**src/rtl/fetch_pc_unit.sv**
```systemverilog
// fetch_pc_unit: instruction-fetch PC register, next-PC selection and misprediction recovery.
//    clk, reset (sync, active-low)
//    stall, imem_ready, imem_rdata           : hazard hold and instruction memory response
//    predict_taken, btb_hit, predict_target  : prediction for the current pc_out
//    ex_mem_*, bpu_correct, actual_taken     : branch resolution from EX/MEM
//    pc_out, flush                           : fetch address and combinational redirect
//    if_id_*                                 : IF/ID pipeline register
//    FETCH_PERF_CNT_EN adds perf_redirects / perf_fetches (saturating 16-bit)
module fetch_pc_unit #(
   parameter int              PC_W     = 12,
   parameter logic [PC_W-1:0] RESET_PC = '0
) (
   input  logic            clk,
   input  logic            reset,
   input  logic            stall,
   input  logic            imem_ready,
   input  logic [31:0]     imem_rdata,
   input  logic            predict_taken,
   input  logic            btb_hit,
   input  logic [PC_W-1:0] predict_target,
   input  logic            ex_mem_valid,
   input  logic [PC_W-1:0] ex_mem_pc_in,
   input  logic            ex_mem_predict_taken,
   input  logic [PC_W-1:0] ex_mem_predict_target,
   input  logic [PC_W-1:0] ex_mem_branch_target,
   input  logic            bpu_correct,
   input  logic            actual_taken,
   output logic [PC_W-1:0] pc_out,
   output logic            flush,
   output logic            if_id_valid,
   output logic [31:0]     if_id_instr,
   output logic [PC_W-1:0] if_id_pc,
   output logic            if_id_predict_taken,
   output logic            if_id_btb_hit,
`ifdef FETCH_PERF_CNT_EN
   output logic [15:0]     perf_redirects,
   output logic [15:0]     perf_fetches,
`endif
   output logic [PC_W-1:0] if_id_predict_target
);
   typedef enum logic {RUN, WAIT_RDIR} state_t;
   state_t          state_q, state_d;
   logic [PC_W-1:0] pc_q, pc_d, pend_q, pend_d, ppc_q, ppc_d, ptgt_q, ptgt_d;
   logic [PC_W-1:0] redirect_pc, seq_pc;
   logic [31:0]     instr_q, instr_d;
   logic            valid_q, valid_d, ptaken_q, ptaken_d, hit_q, hit_d;
   logic            target_miss, redirect, fetch;
   always_comb begin
      target_miss = ex_mem_predict_taken && actual_taken && (ex_mem_predict_target != ex_mem_branch_target);
      redirect    = ex_mem_valid && (!bpu_correct || target_miss);
      redirect_pc = actual_taken ? ex_mem_branch_target : ex_mem_pc_in + PC_W'(4);
      seq_pc      = (predict_taken && btb_hit) ? predict_target : pc_q + PC_W'(4);
      fetch       = (state_q == RUN) && !redirect && !stall && imem_ready;
      state_d     = state_q;
      pc_d        = pc_q;
      pend_d      = pend_q;
      valid_d     = valid_q;
      instr_d     = instr_q;
      ppc_d       = ppc_q;
      ptaken_d    = ptaken_q;
      hit_d       = hit_q;
      ptgt_d      = ptgt_q;
      if (state_q == RUN) begin
         if (redirect) begin
            valid_d = 1'b0;
            // Without imem_ready the address must stay put, so park the target.
            if (imem_ready) pc_d = redirect_pc;
            else begin
               pend_d  = redirect_pc;
               state_d = WAIT_RDIR;
            end
         end else if (!stall && !imem_ready) begin
            valid_d = 1'b0;
         end else if (fetch) begin
            pc_d     = seq_pc;
            valid_d  = 1'b1;
            instr_d  = imem_rdata;
            ppc_d    = pc_q;
            ptaken_d = predict_taken;
            hit_d    = btb_hit;
            ptgt_d   = predict_target;
         end
      end else begin
         // The word returned for the wrong-path address is dropped.
         valid_d = 1'b0;
         if (redirect) pend_d = redirect_pc;
         if (imem_ready) begin
            pc_d    = redirect ? redirect_pc : pend_q;
            state_d = RUN;
         end
      end
   end
   always_ff @(posedge clk) begin
      if (!reset) begin
         state_q  <= RUN;
         pc_q     <= RESET_PC;
         pend_q   <= RESET_PC;
         valid_q  <= 1'b0;
         instr_q  <= 32'h0000_0013;
         ppc_q    <= '0;
         ptaken_q <= 1'b0;
         hit_q    <= 1'b0;
         ptgt_q   <= '0;
      end else begin
         state_q  <= state_d;
         pc_q     <= pc_d;
         pend_q   <= pend_d;
         valid_q  <= valid_d;
         instr_q  <= instr_d;
         ppc_q    <= ppc_d;
         ptaken_q <= ptaken_d;
         hit_q    <= hit_d;
         ptgt_q   <= ptgt_d;
      end
   end
`ifdef FETCH_PERF_CNT_EN
   logic [15:0] redirects_q, redirects_d, fetches_q, fetches_d;
   always_comb begin
      redirects_d = (redirect && redirects_q != 16'hFFFF) ? redirects_q + 16'd1 : redirects_q;
      fetches_d   = (fetch && fetches_q != 16'hFFFF) ? fetches_q + 16'd1 : fetches_q;
   end
   always_ff @(posedge clk) begin
      if (!reset) begin
         redirects_q <= '0;
         fetches_q   <= '0;
      end else begin
         redirects_q <= redirects_d;
         fetches_q   <= fetches_d;
      end
   end
   assign perf_redirects = redirects_q;
   assign perf_fetches   = fetches_q;
`endif
   assign pc_out               = pc_q;
   assign flush                = redirect;
   assign if_id_valid          = valid_q;
   assign if_id_instr          = instr_q;
   assign if_id_pc             = ppc_q;
   assign if_id_predict_taken  = ptaken_q;
   assign if_id_btb_hit        = hit_q;
   assign if_id_predict_target = ptgt_q;
endmodule

```
**config.mk**
```make
export PLATFORM = sky130hd
export DESIGN_NAME = fetch_pc_unit
export DESIGN_NICKNAME = d
export VERILOG_FILES = /design/src/rtl/fetch_pc_unit.sv
export SDC_FILE = /design/constraint.sdc
export NUM_CORES = 1
export LEC_CHECK = 0
export ABC_CLOCK_PERIOD_IN_PS = 2500
export CAP_MARGIN = 20
export CORE_ASPECT_RATIO = 1.25
export CORE_MARGIN = 10
export CORE_UTILIZATION = 43
export DETAILED_ROUTE_END_ITERATION = 10
export HOLD_SLACK_MARGIN = 0.06
export PLACE_DENSITY = 0.8
export SYNTH_ARGS = -nofsm -noshare
export SYNTH_HDL_FRONTEND = slang
export SYNTH_SLANG_ARGS = --single-unit
export TNS_END_PERCENT = 10
```
**constraint.sdc**
```tcl
create_clock -name clk -period 2.5 [get_ports clk]
set_clock_uncertainty 0.15 [all_clocks]
set_input_delay 0.375 -clock clk [delete_from_list [all_inputs] [get_ports clk]]
set_output_delay 0.375 -clock clk [all_outputs]
set_load 0.1 [all_outputs]
```
==> results.sh <==
export IMPL_run_status="finished, final reports clean"
export IMPL_wl_met2_um=6080
export IMPL_core_area_um2=9080
export IMPL_grt_pass1_vias=4083
export IMPL_crit_required_ps=1980
export IMPL_fp_dieW_um=106
export IMPL_fin_cells=774
export IMPL_synth_edff_count=0
export IMPL_yosys_cell_types_count=42
export IMPL_syn2layout_area_growth_pct=50.5
export IMPL_routed_wl_um=12700
export IMPL_clk_latency_ps=340
export IMPL_syn_area_um2=3980
export IMPL_ys_ff_latch=84
export IMPL_r2r_start="pc_out[4]$_SDFFE_PN0P_"
export IMPL_worst_slew_pin_slew_ps=530
export IMPL_port_buffers=161
export IMPL_die_height_um=128
export IMPL_max_clock_path_buffers=2
export IMPL_reg2regPathDepth=6
export IMPL_slew_headroom_pct=64.6
export IMPL_wl_per_cell_um=16.4
export IMPL_clock_sinks=84
export IMPL_cts_hold_buf=0
export IMPL_dp_cells=753
export IMPL_ys_async_sr_fraction_pct=0
export IMPL_track_usage_pct=18.1
export IMPL_die_area_um2=13500
export IMPL_period_needed_ps=2420
export IMPL_top_layer="met4"
export IMPL_via_count=4068
export IMPL_numCtsBuffers=9
export IMPL_first_pass_iters=4
export IMPL_finalSetupViolCount=0
export IMPL_wl_met3_um=1070
export IMPL_synth_warnings=0
export IMPL_rows=39
export IMPL_worstHoldStart="reset"
export IMPL_critPathCaptureType="primary output"
export IMPL_hpwlAfterDp_um=9890
export IMPL_synthCells=483
export IMPL_power_switching_uw=1220
export IMPL_nets=738
export IMPL_fmax_ghz=0.413
export IMPL_detail_route_antenna_nets=0
export IMPL_via_per_inst=5.26
export IMPL_antenna_found_initial=0
export IMPL_avgSynthCellArea_um2=8.24
export IMPL_diodes=0
export IMPL_hp_class="input port to flop"
export IMPL_clk_pin_slew_worst_paths_ps=60
export IMPL_rr_endpoint="pc_out[11]$_SDFFE_PN0P_"
export IMPL_overflow=0
export IMPL_layout_setup_ws_ps=80.7
export IMPL_cp_start_kind="input port"
export IMPL_ys_flop_type="dfxtp_1"
export IMPL_hold_depth=3
export IMPL_syn_num_nets=575
export IMPL_vdd_drop_max_v=0.000290
export IMPL_p_int_uw=2540
export IMPL_grt_first_pass_wirelength_um=20200
export IMPL_maxCapViolations=0
export IMPL_critPathKind="input port to primary output"
export IMPL_r2r_setup_slack_ps=540
export IMPL_clock_root_buffer="clkbuf_16"
export IMPL_maxSlewViolCount=0
export IMPL_min_period_over_period_pct=96.8
export IMPL_pwr_share_seq_pct=38.7
export IMPL_pwr_share_clk_pct=35.1
export IMPL_first_iter_violations=288
export IMPL_fillers=754
export IMPL_power_leakage_uw=0.00249
export IMPL_post_place_ws_ps=-375
export IMPL_cellPowerDensity_nw_per_um2=627
export IMPL_ctsHtreeMaxLevel=3
export IMPL_drcViolationCount=0
export IMPL_worstPathMaxFanout=6
export IMPL_gp_congestion=0.859
export IMPL_worstHoldEndpoint="if_id_predict_target[1]$_SDFFE_PN0P_"
export IMPL_hold_viol_final=0
export IMPL_cts_tree="yes"
export IMPL_grt_max_degree=107
export IMPL_io_pins=162
export IMPL_initial_utilization_pct=43.8
export IMPL_swShare_pct=32.5
export IMPL_wl_met1_um=5220
export IMPL_drive_gt1_share_pct=21.8
export IMPL_arrival_ps=1890
export IMPL_p_comb_share_pct=26.2
export IMPL_seq_area_frac_synth_pct=42.3
==> layer usage <==
layer | global-route usage (%) | vias up
met2 | 30.8 | 163
met3 | 6.49 | 26
met1 | 19.5 | 1842
li1 | - | 2037
met5 | 0 | -
met4 | 8.78 | 0
==> power groups by stage <==
stage / logic (uW) / registers (uW) / clock network [uW]
finish: 983 / 1450 / 1320
global route: 1040 / 1460 / 1390
CTS: 974 / 1450 / 1340
detailed placement: 967 / 1480 / 0
global placement: 953 / 1480 / 0
floorplan: 272 / 1840 / 0
==> registers in the layout, summed over array words and instances (netlist names) <==
register / flops
state_q: 1
pend_q: 12
pc_out: 12
if_id_pc: 12
if_id_valid: 1
if_id_instr: 32
if_id_btb_hit: 1
if_id_predict_target: 12
if_id_predict_taken: 1
==> per-stage QoR <==
| stage | power [uW] | hold WS (ps) | util, % | TNS [ps] | area (um2) |
|---|---|---|---|---|---|
| finish | 3760 | 235 | 66.0 | 0 | 5990 |
| global route | 3890 | 254 | 66.0 | -3.33 | 5990 |
| CTS | 3770 | 227 | 65.2 | 0 | 5920 |
| detailed placement | 2450 | 314 | 61.7 | -25820 | 5600 |
| global placement | 2430 | 306 | 61.7 | -21760 | 5600 |
| floorplan | 2110 | 310 | - | 0 | 3980 |
==> worst max path at each step <==
stage / startpoint / to / slack (ps) / cells after the start
3_3_place_gp: ex_mem_branch_target[11] / if_id_instr[10]$_SDFFE_PN0P_ / -320 / 9
4_1_cts: ex_mem_branch_target[11] / flush / 10 / 8
6_report: ex_mem_branch_target[11] / flush / 80 / 8
5_1_grt: ex_mem_branch_target[0] / flush / -3 / 7
2_1_floorplan: pc_out[4]$_SDFFE_PN0P_ / pc_out[9]$_SDFFE_PN0P_ / 10 / 6
3_5_place_dp: ex_mem_predict_target[5] / if_id_instr[12]$_SDFFE_PN0P_ / -370 / 9
==> layout by cell type (no fill, tap or decap), drive strengths merged, types with 2 or more instances in the layout <==
cell / count
buf: 102
dfxtp: 84
clkdlybuf4s50: 81
nand2: 81
o21ai: 74
nand3: 62
xor2: 23
mux2i: 18
a21oi: 16
nor2: 12
clkbuf: 10
a32o: 8
nand4: 7
dlymetal6s2s: 6
a211oi: 6
xnor2: 5
a211o: 5
and2: 5
inv: 4
or2: 4
and4: 4
clkinv: 4
o211ai: 4
and3: 3
or3: 3
nor4: 3
nor3: 2
nand3b: 2
nor3b: 2
ha: 2
clkinvlp: 2
==> cell usage after synthesis (2+ instances only) <==
master	number	area share (%)
nor4_1	3	0.47
and3_1	3	0.47
or3_2	3	0.57
buf_2	9	1.1
a21oi_1	15	1.9
inv_1	4	0.38
xnor2_1	5	1.1
o211ai_1	2	0.38
nor3b_1	2	0.38
nand3b_1	2	0.38
xor2_1	23	5.1
nor2_1	12	1.1
buf_1	3	0.28
clkbuf_1	21	2.0
a32o_1	8	2.0
a211oi_2	3	0.94
mux2i_1	18	4.5
nand2_1	81	7.6
nand4_1	7	1.1
o21ai_0	74	9.3
a211oi_1	2	0.38
dfxtp_1	84	42
nor3_1	2	0.25
and2_1	3	0.47
nand3_1	62	7.8
a211o_1	5	1.1
buf_6	4	1.1
and4_1	4	0.88
ha_1	2	0.63
and2_4	2	0.44
or2_2	4	0.63
==> final cells by class <==
| cell class | instances | area, um2 | area share [%] |
|---|---|---|---|
| Sequential cell | 84 | 1680 | 28.1 |
| Timing Repair Buffer | 190 | 1710 | 28.6 |
| Multi-Input combinational cell | 356 | 2110 | 35.2 |
| Clock inverter | 6 | 63.8 | 1.07 |
| Tap cell | 123 | 154 | 2.57 |
| Inverter | 5 | 23.8 | 0.397 |
| Clock buffer | 10 | 239 | 3.99 |
==> kinds of logic (layout without fill, tap and decap cells) <==
kind of cell	Yosys count	count (layout)	share of synthesized area, %
buffers and inverters	43	211	5.13
flip-flops	84	84	42.3
adder cells (fa/ha/maj)	2	2	0.629
AND/OR/NAND/NOR	191	191	22.8
multiplexers	19	19	4.81
AO/OA/AOI/OAI	116	116	18.2
XOR/XNOR	28	28	6.16
==> critical path, stage by stage <==
cell             delay [ps]
clkdlybuf4s50_1         440
xor2_1                  180
nor4_2                  190
buf_4                   160
nand4_1                 120
nand2_2                 130
clkinv_4                100
buf_12                  180
==> repair_timing <==
| item | in CTS | in global routing |
|---|---|---|
| pin swaps | 3 | 5 |
| endpoints found under the setup margin | 17 | 72 |
| gates cloned | 0 | 0 |
| gates resized for setup | 4 | 11 |
| setup buffers | 1 | 4 |
| endpoints found under the hold margin | 0 | 0 |
Note: power is estimated with default switching activity, not from simulation.
